--- config.mk ---
export PLATFORM = sky130hd
export DESIGN_NAME = branch_resolve_unit
export DESIGN_NICKNAME = d
export VERILOG_FILES = /design/src/rtl/branch_resolve_unit_pkg.sv /design/src/rtl/branch_bht.sv /design/src/rtl/branch_resolve_unit.sv
export SDC_FILE = /design/constraint.sdc
export NUM_CORES = 1
export LEC_CHECK = 0
export BUFFER_PORTS_ARGS = -buffer_cell sky130_fd_sc_hd__buf_2
export CAP_MARGIN = 30
export CORE_AREA = 2 2 156 196
export CTS_CLUSTER_SIZE = 10
export DETAILED_ROUTE_END_ITERATION = 12
export DIE_AREA = 0 0 158 198
export PLACE_DENSITY = 0.87
export REMOVE_ABC_BUFFERS = 1
export SLEW_MARGIN = 20
export SYNTH_ARGS = -nofsm -noshare
export SYNTH_HDL_FRONTEND = slang
export SYNTH_SLANG_ARGS = --single-unit
--- constraint.sdc ---
create_clock -name clk -period 4.8 [get_ports clk]
set_clock_uncertainty 0.1 [all_clocks]
set_input_delay 0.72 -clock clk [delete_from_list [all_inputs] [get_ports clk]]
set_output_delay 0.72 -clock clk [all_outputs]
set_load 0.02 [all_outputs]
--- src/rtl/branch_resolve_unit_pkg.sv ---
// branch_resolve_unit_pkg
// Shared definitions for the branch resolve unit and its branch history table:
//   - RISC-V conditional-branch funct3 encodings (including the two reserved codes)
//   - 2-bit saturating counter type used by the BHT and its reset value
//   - bhtNext(): saturating counter step
package branch_resolve_unit_pkg;

  localparam logic [2:0] F3_BEQ  = 3'b000;
  localparam logic [2:0] F3_BNE  = 3'b001;
  localparam logic [2:0] F3_RSV2 = 3'b010;
  localparam logic [2:0] F3_RSV3 = 3'b011;
  localparam logic [2:0] F3_BLT  = 3'b100;
  localparam logic [2:0] F3_BGE  = 3'b101;
  localparam logic [2:0] F3_BLTU = 3'b110;
  localparam logic [2:0] F3_BGEU = 3'b111;

  typedef logic [1:0] bhtCtr_t;

  // Weakly not-taken.
  localparam bhtCtr_t BHT_CTR_RESET = 2'b01;

  // Saturates at 0 and 3 so a long run never wraps the prediction.
  function automatic bhtCtr_t bhtNext(input bhtCtr_t ctr, input logic taken);
    bhtCtr_t res;
    res = ctr;
    if (taken && ctr != 2'b11) res = ctr + 2'b01;
    if (!taken && ctr != 2'b00) res = ctr - 2'b01;
    return res;
  endfunction

endpackage

--- src/rtl/branch_bht.sv ---
// branch_bht
// Branch history table of 2-bit saturating counters, indexed by pc[IDX_W+1:2].
// Ports:
//   clk, rst_n          clock, asynchronous active-low reset (all counters -> BHT_CTR_RESET)
//   lookupPc            combinational lookup address
//   lookupTaken         prediction for lookupPc (counter >= 2), pre-update value
//   updateEn            write strobe, applied on the rising edge
//   updatePc            address of the resolved branch
//   updateTaken         resolved direction (+1 taken, -1 not taken, saturating)
module branch_bht
  import branch_resolve_unit_pkg::*;
#(
  parameter int XLEN      = 32,
  parameter int BHT_DEPTH = 64
) (
  input  logic            clk,
  input  logic            rst_n,
  input  logic [XLEN-1:0] lookupPc,
  output logic            lookupTaken,
  input  logic            updateEn,
  input  logic [XLEN-1:0] updatePc,
  input  logic            updateTaken
);

  localparam int IDX_W = $clog2(BHT_DEPTH);

  bhtCtr_t          ctr [BHT_DEPTH];
  logic [IDX_W-1:0] lookupIdx;
  logic [IDX_W-1:0] updateIdx;
  logic             unusedPcBits;

  assign lookupIdx = lookupPc[IDX_W+1:2];
  assign updateIdx = updatePc[IDX_W+1:2];

  // Instructions are word aligned and the table aliases above the index bits.
  assign unusedPcBits = ^{lookupPc[XLEN-1:IDX_W+2], lookupPc[1:0],
                          updatePc[XLEN-1:IDX_W+2], updatePc[1:0]};

  // Read straight from the array: no write bypass, so a same-cycle update of
  // the looked-up entry is only visible from the next cycle on.
  assign lookupTaken = ctr[lookupIdx][1];

  always_ff @(posedge clk or negedge rst_n) begin
    if (!rst_n) begin
      for (int i = 0; i < BHT_DEPTH; i++) ctr[i] <= BHT_CTR_RESET;
    end else if (updateEn) begin
      ctr[updateIdx] <= bhtNext(ctr[updateIdx], updateTaken);
    end
  end

endmodule

--- src/rtl/branch_resolve_unit.sv ---
// branch_resolve_unit
// Resolves RISC-V conditional branches, JAL and JALR one cycle after acceptance,
// flags mispredictions with a single-cycle redirect pulse and trains a BHT.
// Optional feature macro: BRANCH_STATS_EN (adds stat_branches / stat_mispredicts).
// Ports:
//   clk, rst_n                       clock, asynchronous active-low reset
//   in_valid/in_ready                request handshake
//   in_pc, in_rs1, in_rs2, in_imm    request PC, operands, sign-extended offset
//   in_funct3, in_is_jal, in_is_jalr branch condition / jump kind
//   in_pred_taken, in_pred_target    fetch-stage prediction being checked
//   out_valid/out_ready              result handshake
//   out_taken, out_link              resolved direction, pc+4
//   out_illegal, out_misalign        reserved funct3, taken target with bit[1] set
//   redirect_valid, redirect_pc      one-cycle mispredict pulse and correct next PC
//   flush                            kill the held result and any request accepted this cycle
//   pred_pc, pred_taken              combinational BHT lookup for fetch
//   stat_branches, stat_mispredicts  (BRANCH_STATS_EN only) wrapping event counters
//
// Handshake: a transfer happens on a rising edge where valid & ready are both
// high. in_ready = !out_valid | out_ready, so a new request may be taken in the
// same cycle the held result drains. While out_valid & !out_ready all out_*
// and redirect_pc are held stable; redirect_valid is asserted only in the first
// cycle a result is visible and never again while it is stalled.
module branch_resolve_unit
  import branch_resolve_unit_pkg::*;
#(
  parameter int XLEN      = 32,
  parameter int BHT_DEPTH = 64
) (
  input  logic            clk,
  input  logic            rst_n,
  input  logic            in_valid,
  output logic            in_ready,
  input  logic [XLEN-1:0] in_pc,
  input  logic [XLEN-1:0] in_rs1,
  input  logic [XLEN-1:0] in_rs2,
  input  logic [XLEN-1:0] in_imm,
  input  logic [2:0]      in_funct3,
  input  logic            in_is_jal,
  input  logic            in_is_jalr,
  input  logic            in_pred_taken,
  input  logic [XLEN-1:0] in_pred_target,
  output logic            out_valid,
  input  logic            out_ready,
  output logic            out_taken,
  output logic [XLEN-1:0] out_link,
  output logic            out_illegal,
  output logic            out_misalign,
  output logic            redirect_valid,
  output logic [XLEN-1:0] redirect_pc,
  input  logic            flush,
  input  logic [XLEN-1:0] pred_pc,
  output logic            pred_taken
`ifdef BRANCH_STATS_EN
  ,
  output logic [31:0]     stat_branches,
  output logic [31:0]     stat_mispredicts
`endif
);

  logic            accept;
  logic            isJump;
  logic            illegal;
  logic            condTrue;
  logic            taken;
  logic            misalign;
  logic            mispredict;
  logic            doRedirect;
  logic            bhtUpdate;
  logic [XLEN-1:0] jalrSum;
  logic [XLEN-1:0] target;
  logic [XLEN-1:0] link;
  logic [XLEN-1:0] nextPc;

  assign in_ready = !out_valid || out_ready;
  assign accept   = in_valid && in_ready;

  always_comb begin
    condTrue = 1'b0;
    case (in_funct3)
      F3_BEQ:  condTrue = (in_rs1 == in_rs2);
      F3_BNE:  condTrue = (in_rs1 != in_rs2);
      F3_BLT:  condTrue = ($signed(in_rs1) <  $signed(in_rs2));
      F3_BGE:  condTrue = ($signed(in_rs1) >= $signed(in_rs2));
      F3_BLTU: condTrue = (in_rs1 <  in_rs2);
      F3_BGEU: condTrue = (in_rs1 >= in_rs2);
      default: condTrue = 1'b0;
    endcase
  end

  // funct3 is don't-care for jumps; JALR wins when both jump flags are set.
  assign isJump   = in_is_jal || in_is_jalr;
  assign illegal  = !isJump && (in_funct3 == F3_RSV2 || in_funct3 == F3_RSV3);
  assign taken    = isJump || condTrue;

  assign jalrSum  = in_rs1 + in_imm;
  assign link     = in_pc + XLEN'(4);
  assign target   = in_is_jalr ? {jalrSum[XLEN-1:1], 1'b0} : in_pc + in_imm;
  assign nextPc   = taken ? target : link;
  assign misalign = taken && target[1];

  assign mispredict = (taken != in_pred_taken) || (taken && (target != in_pred_target));
  // Faulting results are left to the exception path, not to a fetch redirect.
  assign doRedirect = mispredict && !illegal && !misalign;

  // Training is independent of flush: the direction was really resolved.
  assign bhtUpdate  = accept && !isJump && !illegal;

  branch_bht #(
    .XLEN      (XLEN),
    .BHT_DEPTH (BHT_DEPTH)
  ) u_bht (
    .clk         (clk),
    .rst_n       (rst_n),
    .lookupPc    (pred_pc),
    .lookupTaken (pred_taken),
    .updateEn    (bhtUpdate),
    .updatePc    (in_pc),
    .updateTaken (taken)
  );

  always_ff @(posedge clk or negedge rst_n) begin
    if (!rst_n) begin
      out_valid      <= 1'b0;
      out_taken      <= 1'b0;
      out_link       <= '0;
      out_illegal    <= 1'b0;
      out_misalign   <= 1'b0;
      redirect_valid <= 1'b0;
      redirect_pc    <= '0;
    end else begin
      // Default low makes the redirect a single pulse even during a stall.
      redirect_valid <= 1'b0;
      if (accept && !flush) begin
        out_valid      <= 1'b1;
        out_taken      <= taken;
        out_link       <= link;
        out_illegal    <= illegal;
        out_misalign   <= misalign;
        redirect_valid <= doRedirect;
        redirect_pc    <= nextPc;
      end else if (flush || out_ready) begin
        out_valid <= 1'b0;
      end
    end
  end

`ifdef BRANCH_STATS_EN
  always_ff @(posedge clk or negedge rst_n) begin
    if (!rst_n) begin
      stat_branches    <= '0;
      stat_mispredicts <= '0;
    end else if (accept && !flush) begin
      stat_branches <= stat_branches + 32'd1;
      if (doRedirect) stat_mispredicts <= stat_mispredicts + 32'd1;
    end
  end
`endif

endmodule

## Word level (Yosys, flattened, before mapping)

Cells that the tools add are included.

- Register bits after elaboration: 197
- Output and inout port bits: 71
- Input bits: 203

- Bitwise gates (word level): 2
- Reductions and logical operators: 27
- Add/subtract/negate cells: 5
- Equal/unequal tests: 12
- $lt $le $gt $ge: 7
- Muxes and demuxes: 18

Operator list:

| kind | count |
|---|---|
| 128-bit bitwise mux | 1 |
| 32-bit adder | 2 |
| 32-bit greater-or-equal comparator | 2 |
| 32-bit less-than comparator | 2 |
| 32-bit 2-to-1 mux | 2 |
| 32-bit != test | 2 |
| 32-bit by 3-bit adder with 32-bit output, second input constant | 1 |
| 32-bit equality test | 1 |
| 2-bit binary-select mux with 6-bit select | 2 |
| 2-bit 2-to-1 mux | 8 |
| 7-bit greater-or-equal comparator, second input constant | 2 |
| 6-bit inverter with 7-bit output | 2 |
| 2-bit demux with 6-bit select | 1 |
| 3-bit equality test, second input constant | 4 |
| 1-bit logical AND | 12 |
| 7-bit by 1-bit less-than comparator with 1-bit output, second input constant | 1 |
| 3-bit by 2-bit equality test with 1-bit output, second input constant | 2 |
| 1-bit zero test | 6 |
| 1-bit logical OR | 6 |
| 1-bit one-hot mux with 6 select lines | 1 |
| 2-bit nonzero test | 2 |
| 3-bit by 1-bit equality test with 1-bit output, second input constant | 1 |
| 3-bit zero test | 1 |
| 1-bit 2-to-1 mux | 3 |
| 4 further kinds | 4 |

## Depth between registers and ports, before layout

- Depth after elaboration: 10
- Mapped depth: 16
- Mapped depth without buffers: 13

## Cells and area by module

A second synthesis with hierarchy kept.

- Cell total of the unflattened synthesis: 2025
- Area total of the unflattened synthesis: 17177.7 um^2

Modules (own cells, without submodules):

| module | cells each | instances | area each (um^2) |
|---|---|---|---|
| branch_resolve_unit | 1204 | 1 | 9183.8 |
| branch_bht | 821 | 1 | 7993.9 |

## Least setup slack after synthesis

OpenSTA, ideal clock, no wires.

- Kind: input-to-output
- Start: input pred_pc[2]
- End: output pred_taken
- Stages: 5
- Buffers on the path: 2
- Setup slack: 0.779 ns
- Data arrival time: 3.201 ns
- Path through: clkbuf_1 buf_1 mux4_2 mux4_2 mux4_2

- Word-level cells in the longest chain between the ends: 4

RTL lines:

| item | RTL line | source |
|---|---|---|
| from (decl) | branch_resolve_unit.sv:52 | `input logic [XLEN-1:0] pred_pc,` |
| 6-bit inverter with 7-bit output (not written as such) | branch_bht.sv:41 | `assign lookupTaken = ctr[lookupIdx][1];` |
| 2-bit binary-select mux with 6-bit select | branch_bht.sv:41 |  |
| 2-bit 2-to-1 mux (not written as such) (2 in series) | branch_bht.sv:41 |  |
| to (decl) | branch_resolve_unit.sv:53 | `output logic pred_taken` |

No other way between the ends. The select of a mux whose other input is x is not followed.

## Worst setup path after layout

- Start: input in_pc[3]
- End: register u_bht.ctr[121] in the netlist's numbering

- Word-level cells in the longest chain between the ends: 10
- Elaborated cells on any way between the ends: 19
- Those cells by class: add/sub (2); order compare (2); eq/ne (1); mux (9); bitwise (1); reduce/logical (4)

RTL lines:

| item | RTL line | source |
|---|---|---|
| from (decl) | branch_resolve_unit.sv:34 | `input logic [XLEN-1:0] in_pc,` |
| 6-bit inverter with 7-bit output (not written as such) * | branch_bht.sv:47 | `ctr[updateIdx] <= bhtNext(ctr[updateIdx], updateTaken);` |
| parallel branches: the longest is 8 deep, another holds 2-bit by 1-bit adder with 2-bit output | - |  |
| 128-bit bitwise mux * | branch_bht.sv:47 |  |
| to (signal, indexed assignment) | branch_bht.sv:47 |  |
| to (decl) | branch_bht.sv:27 | `bhtCtr_t ctr [BHT_DEPTH];` |

Every way passes the cells marked *. The select of a mux whose other input is x is not followed.
A chain may end at the register's enable or synchronous reset.

==> summary.txt <==
Global routing
  – First-pass GRT wire length: 85,300 µm
  – GRT Residual Overflow: 0
  – Largest net degree at the start of global routing: 123
  – Initial antenna violation count: 2
  – Global Route Usage Sum: 36.0%
  – Vias in the first global route: 15,200

STA
  – Least-Margin Pin Slew: 0.919 ns
  – Final Max Tran Viols: 0
  – Final Hold Viols: 0
  – Setup TNS: 0 ns
  – Fmax: 238 MHz
  – Endpoints failing setup: 0
  – Final Cycle Share: 87.5%
  – Min Tclk post-route: 4.20 ns
  – RSZ-0062 raised after global routing: false
  – Worst slew margin: 38.7%

Critical path
  – Worst EP arrival: 4.49 ns
  – Max FO, Critical Path: 40
  – Setup Crit Path Kind: in -> reg
  – Req. time, crit path: 5.09 ns
  – Crit path from: in_pc[3]
  – RR Startpoint: u_bht.ctr[78]
  – R2R Path End: u_bht.ctr[121]
  – Worst Setup EP: u_bht.ctr[121]
  – Reg2reg setup slack: 1.26 ns
  – Reg2Reg Depth: 12
  – Startpoint types: primary input
  – Critical Path Sink Type: flop

Floorplan
  – Rows: 71
  – Initial Util: 53.6%
  – IO Count: 274
  – Die Ht: 198 µm
  – Die area: 31,300 µm²
  – Core area: 29,700 µm²
  – Die width: 158 µm

Power and ir drop
  – Sw Share: 37.6%
  – Switch Pwr: 1.97 mW
  – Clk network pwr share: 28.5%
  – Combinational power share: 34.7%
  – Sequential power share: 36.8%
  – Peak supply drop: 0.303 mV
  – Leak: 8.32 nW
  – Internal power: 3.26 mW
  – PwrDens: 283 nW/µm²

Layout
  – Share of layout cells above drive strength 1: 29.6%
  – Syn-to-layout area delta: 16.0%
  – Multi-input gate area: 10,300 µm²
  – Register area: 5010 µm²
  – Most common cell after layout, fill and taps aside: buf_2
  – Fillers: 2,473
  – Fin area: 18,400 µm²
  – Nets: 2,266
  – Most frequent cells in the layout: 246 x buf_2, 187 x nand2_1, 170 x nor2_1

Worst hold path
  – Hold Crit Class: in -> async

Clocking
  – Clk sinks: 197
  – Clock Path Buffers: 2
  – Post_cts resized: 0
  – Worst-Skew Late Latency: 0.45 ns
  – Total CTS buffers: 17
  – CTS root buffer: clkbuf_16
  – CTS tree: yes
  – # hold bufs at CTS: 0
  – Worst-path clk slew: 0.08 ns
  – Post-CTS setup buffers: 0
  – Max H-tree Level: 4

Yosys
  – Top cells by area, synth: dfrtp_1 21%, dfstp_2 11%, ha_1 7.6%
  – Synth top area share: 20.9%
  – Synth Flop Type: dfrtp_1
  – Gate Count Post-Synth: 1,727
  – FFs w/ async S/R, synth: 100%
  – Netlist cell types: 84
  – Register area share after synthesis: 31.5%
  – Synthesized area: 15,900 µm²
  – Yosys reg bits: 197
  – Yosys warnings: 0
  – Mapped Avg Cell Area: 9.20 µm²
  – Number of synthesized flops with an enable pin: 0
  – Yosys top cell by area: dfrtp_1

Routing
  – Antenna viol nets, final: 0
  – Drt drc: 0
  – First-pass DRT Iterations: 5
  – 1st-iter DRT viols: 1,433
  – WL/cell: 23.9 µm
  – Total number of vias: 15,500
  – Vias/cell: 6.53
  – Final wirelength: 56,800 µm

Run
  – Maxcap violations: 0

Placed design
  – GP Congestion: 0.982
  – Placed Area: 17,800 µm²
  – Detailed Place HPWL: 42,700 µm
  – Port Buffer Count: 247

Outcome
  – Status: completed
worst min-delay path by stage:
| stage | slack (ns) | endpoint | from |
|---|---|---|---|
| after floorplan | 0.32 | out_illegal | rst_n |
| final | 0.06 | redirect_pc[16] | rst_n |
| after global routing | 0.07 | redirect_pc[16] | rst_n |
| after CTS | 0.35 | redirect_pc[29] | rst_n |
| after detailed placement | 0.36 | out_link[21] | out_link[21] |
| after global placement | 0.35 | out_link[21] | out_link[21] |
worst max-delay path, stage by stage:
cell and delay, ns:
buf_2 0.23, and3b_1 0.52, a22o_1 0.32, a221oi_1 0.32
a31oi_1 0.19, or4_1 0.61, nor2_2 0.27, inv_1 0.07
ha_1 0.21, nor2_1 0.27, o221ai_2 0.18, o31ai_4 0.12
buf_12 0.25, mux2_2 0.19
logic make-up after synthesis:
group / count (synthesis) / synth area share [%]
AOI/OAI and AO/OA: 434 / 18.5
xor gates and xnor gates: 104 / 5.90
adders and majority gates: 98 / 7.81
buffers and inverters: 149 / 3.98
DFF: 197 / 31.5
muxes: 183 / 15.7
and+or+nand+nor: 562 / 16.6
cell usage after synthesis (all sizes together), types with 13 or more instances:
cell type  count
a211oi        25
a21oi         90
a221oi        20
a22o          15
a22oi         41
a31oi         27
and3          21
buf           26
clkbuf        63
dfrtp        133
dfstp         64
ha            96
inv           59
mux2         140
mux2i         22
mux4          21
nand2        188
nand3         29
nand4         25
nor2         172
nor3          26
o211ai        13
o21a          13
o21ai         90
or3           14
xnor2         53
xor2          49
power by group through the flow:
stage | combinational [mW] | clock, mW | sequential, mW
after floorplan | 0.905 | 0 | 2.08
after global placement | 1.73 | 0 | 1.94
after detailed placement | 1.77 | 0 | 1.95
after CTS | 1.78 | 1.49 | 1.92
after global routing | 1.95 | 1.56 | 1.94
final | 1.81 | 1.49 | 1.92
metal layers:
layer / track usage [%] / wire (µm)
met5: 0 / 0
met4: 28.5 / 5250
met3: 7.11 / 5080
met2: 59.4 / 26300
met1: 40.5 / 20200
flip-flops by register name, indices dropped and copies added (netlist names):
register and count:
out_link 32, out_misalign 1, out_valid 1, out_taken 1, redirect_pc 32, out_illegal 1
u_bht.ctr 128, redirect_valid 1
layout make-up:
class	instances	share of cell area, %
Antenna cell	3	0.0407
Clock inverter	14	0.923
Tap cell	401	2.72
Multi-Input combinational cell	1381	55.7
Inverter	60	1.22
Timing Repair Buffer	308	9.93
Clock buffer	18	2.33
Sequential cell	197	27.2
per-stage QoR:
stage | power [mW] | hold slack, ns | setup WS (ns) | utilization [%] | instances
after floorplan | 2.98 | 0.324 | -0.812 | - | 1638
after global placement | 3.67 | 0.352 | 0.339 | 59.9 | 2345
after detailed placement | 3.72 | 0.360 | 0.251 | 59.9 | 2345
after CTS | 5.19 | 0.350 | 0.706 | 61.9 | 2377
after global routing | 5.45 | 0.0736 | 0.322 | 62.1 | 2381
final | 5.23 | 0.0594 | 0.598 | 62.2 | 2382
Power figures use the tool's default switching activity.
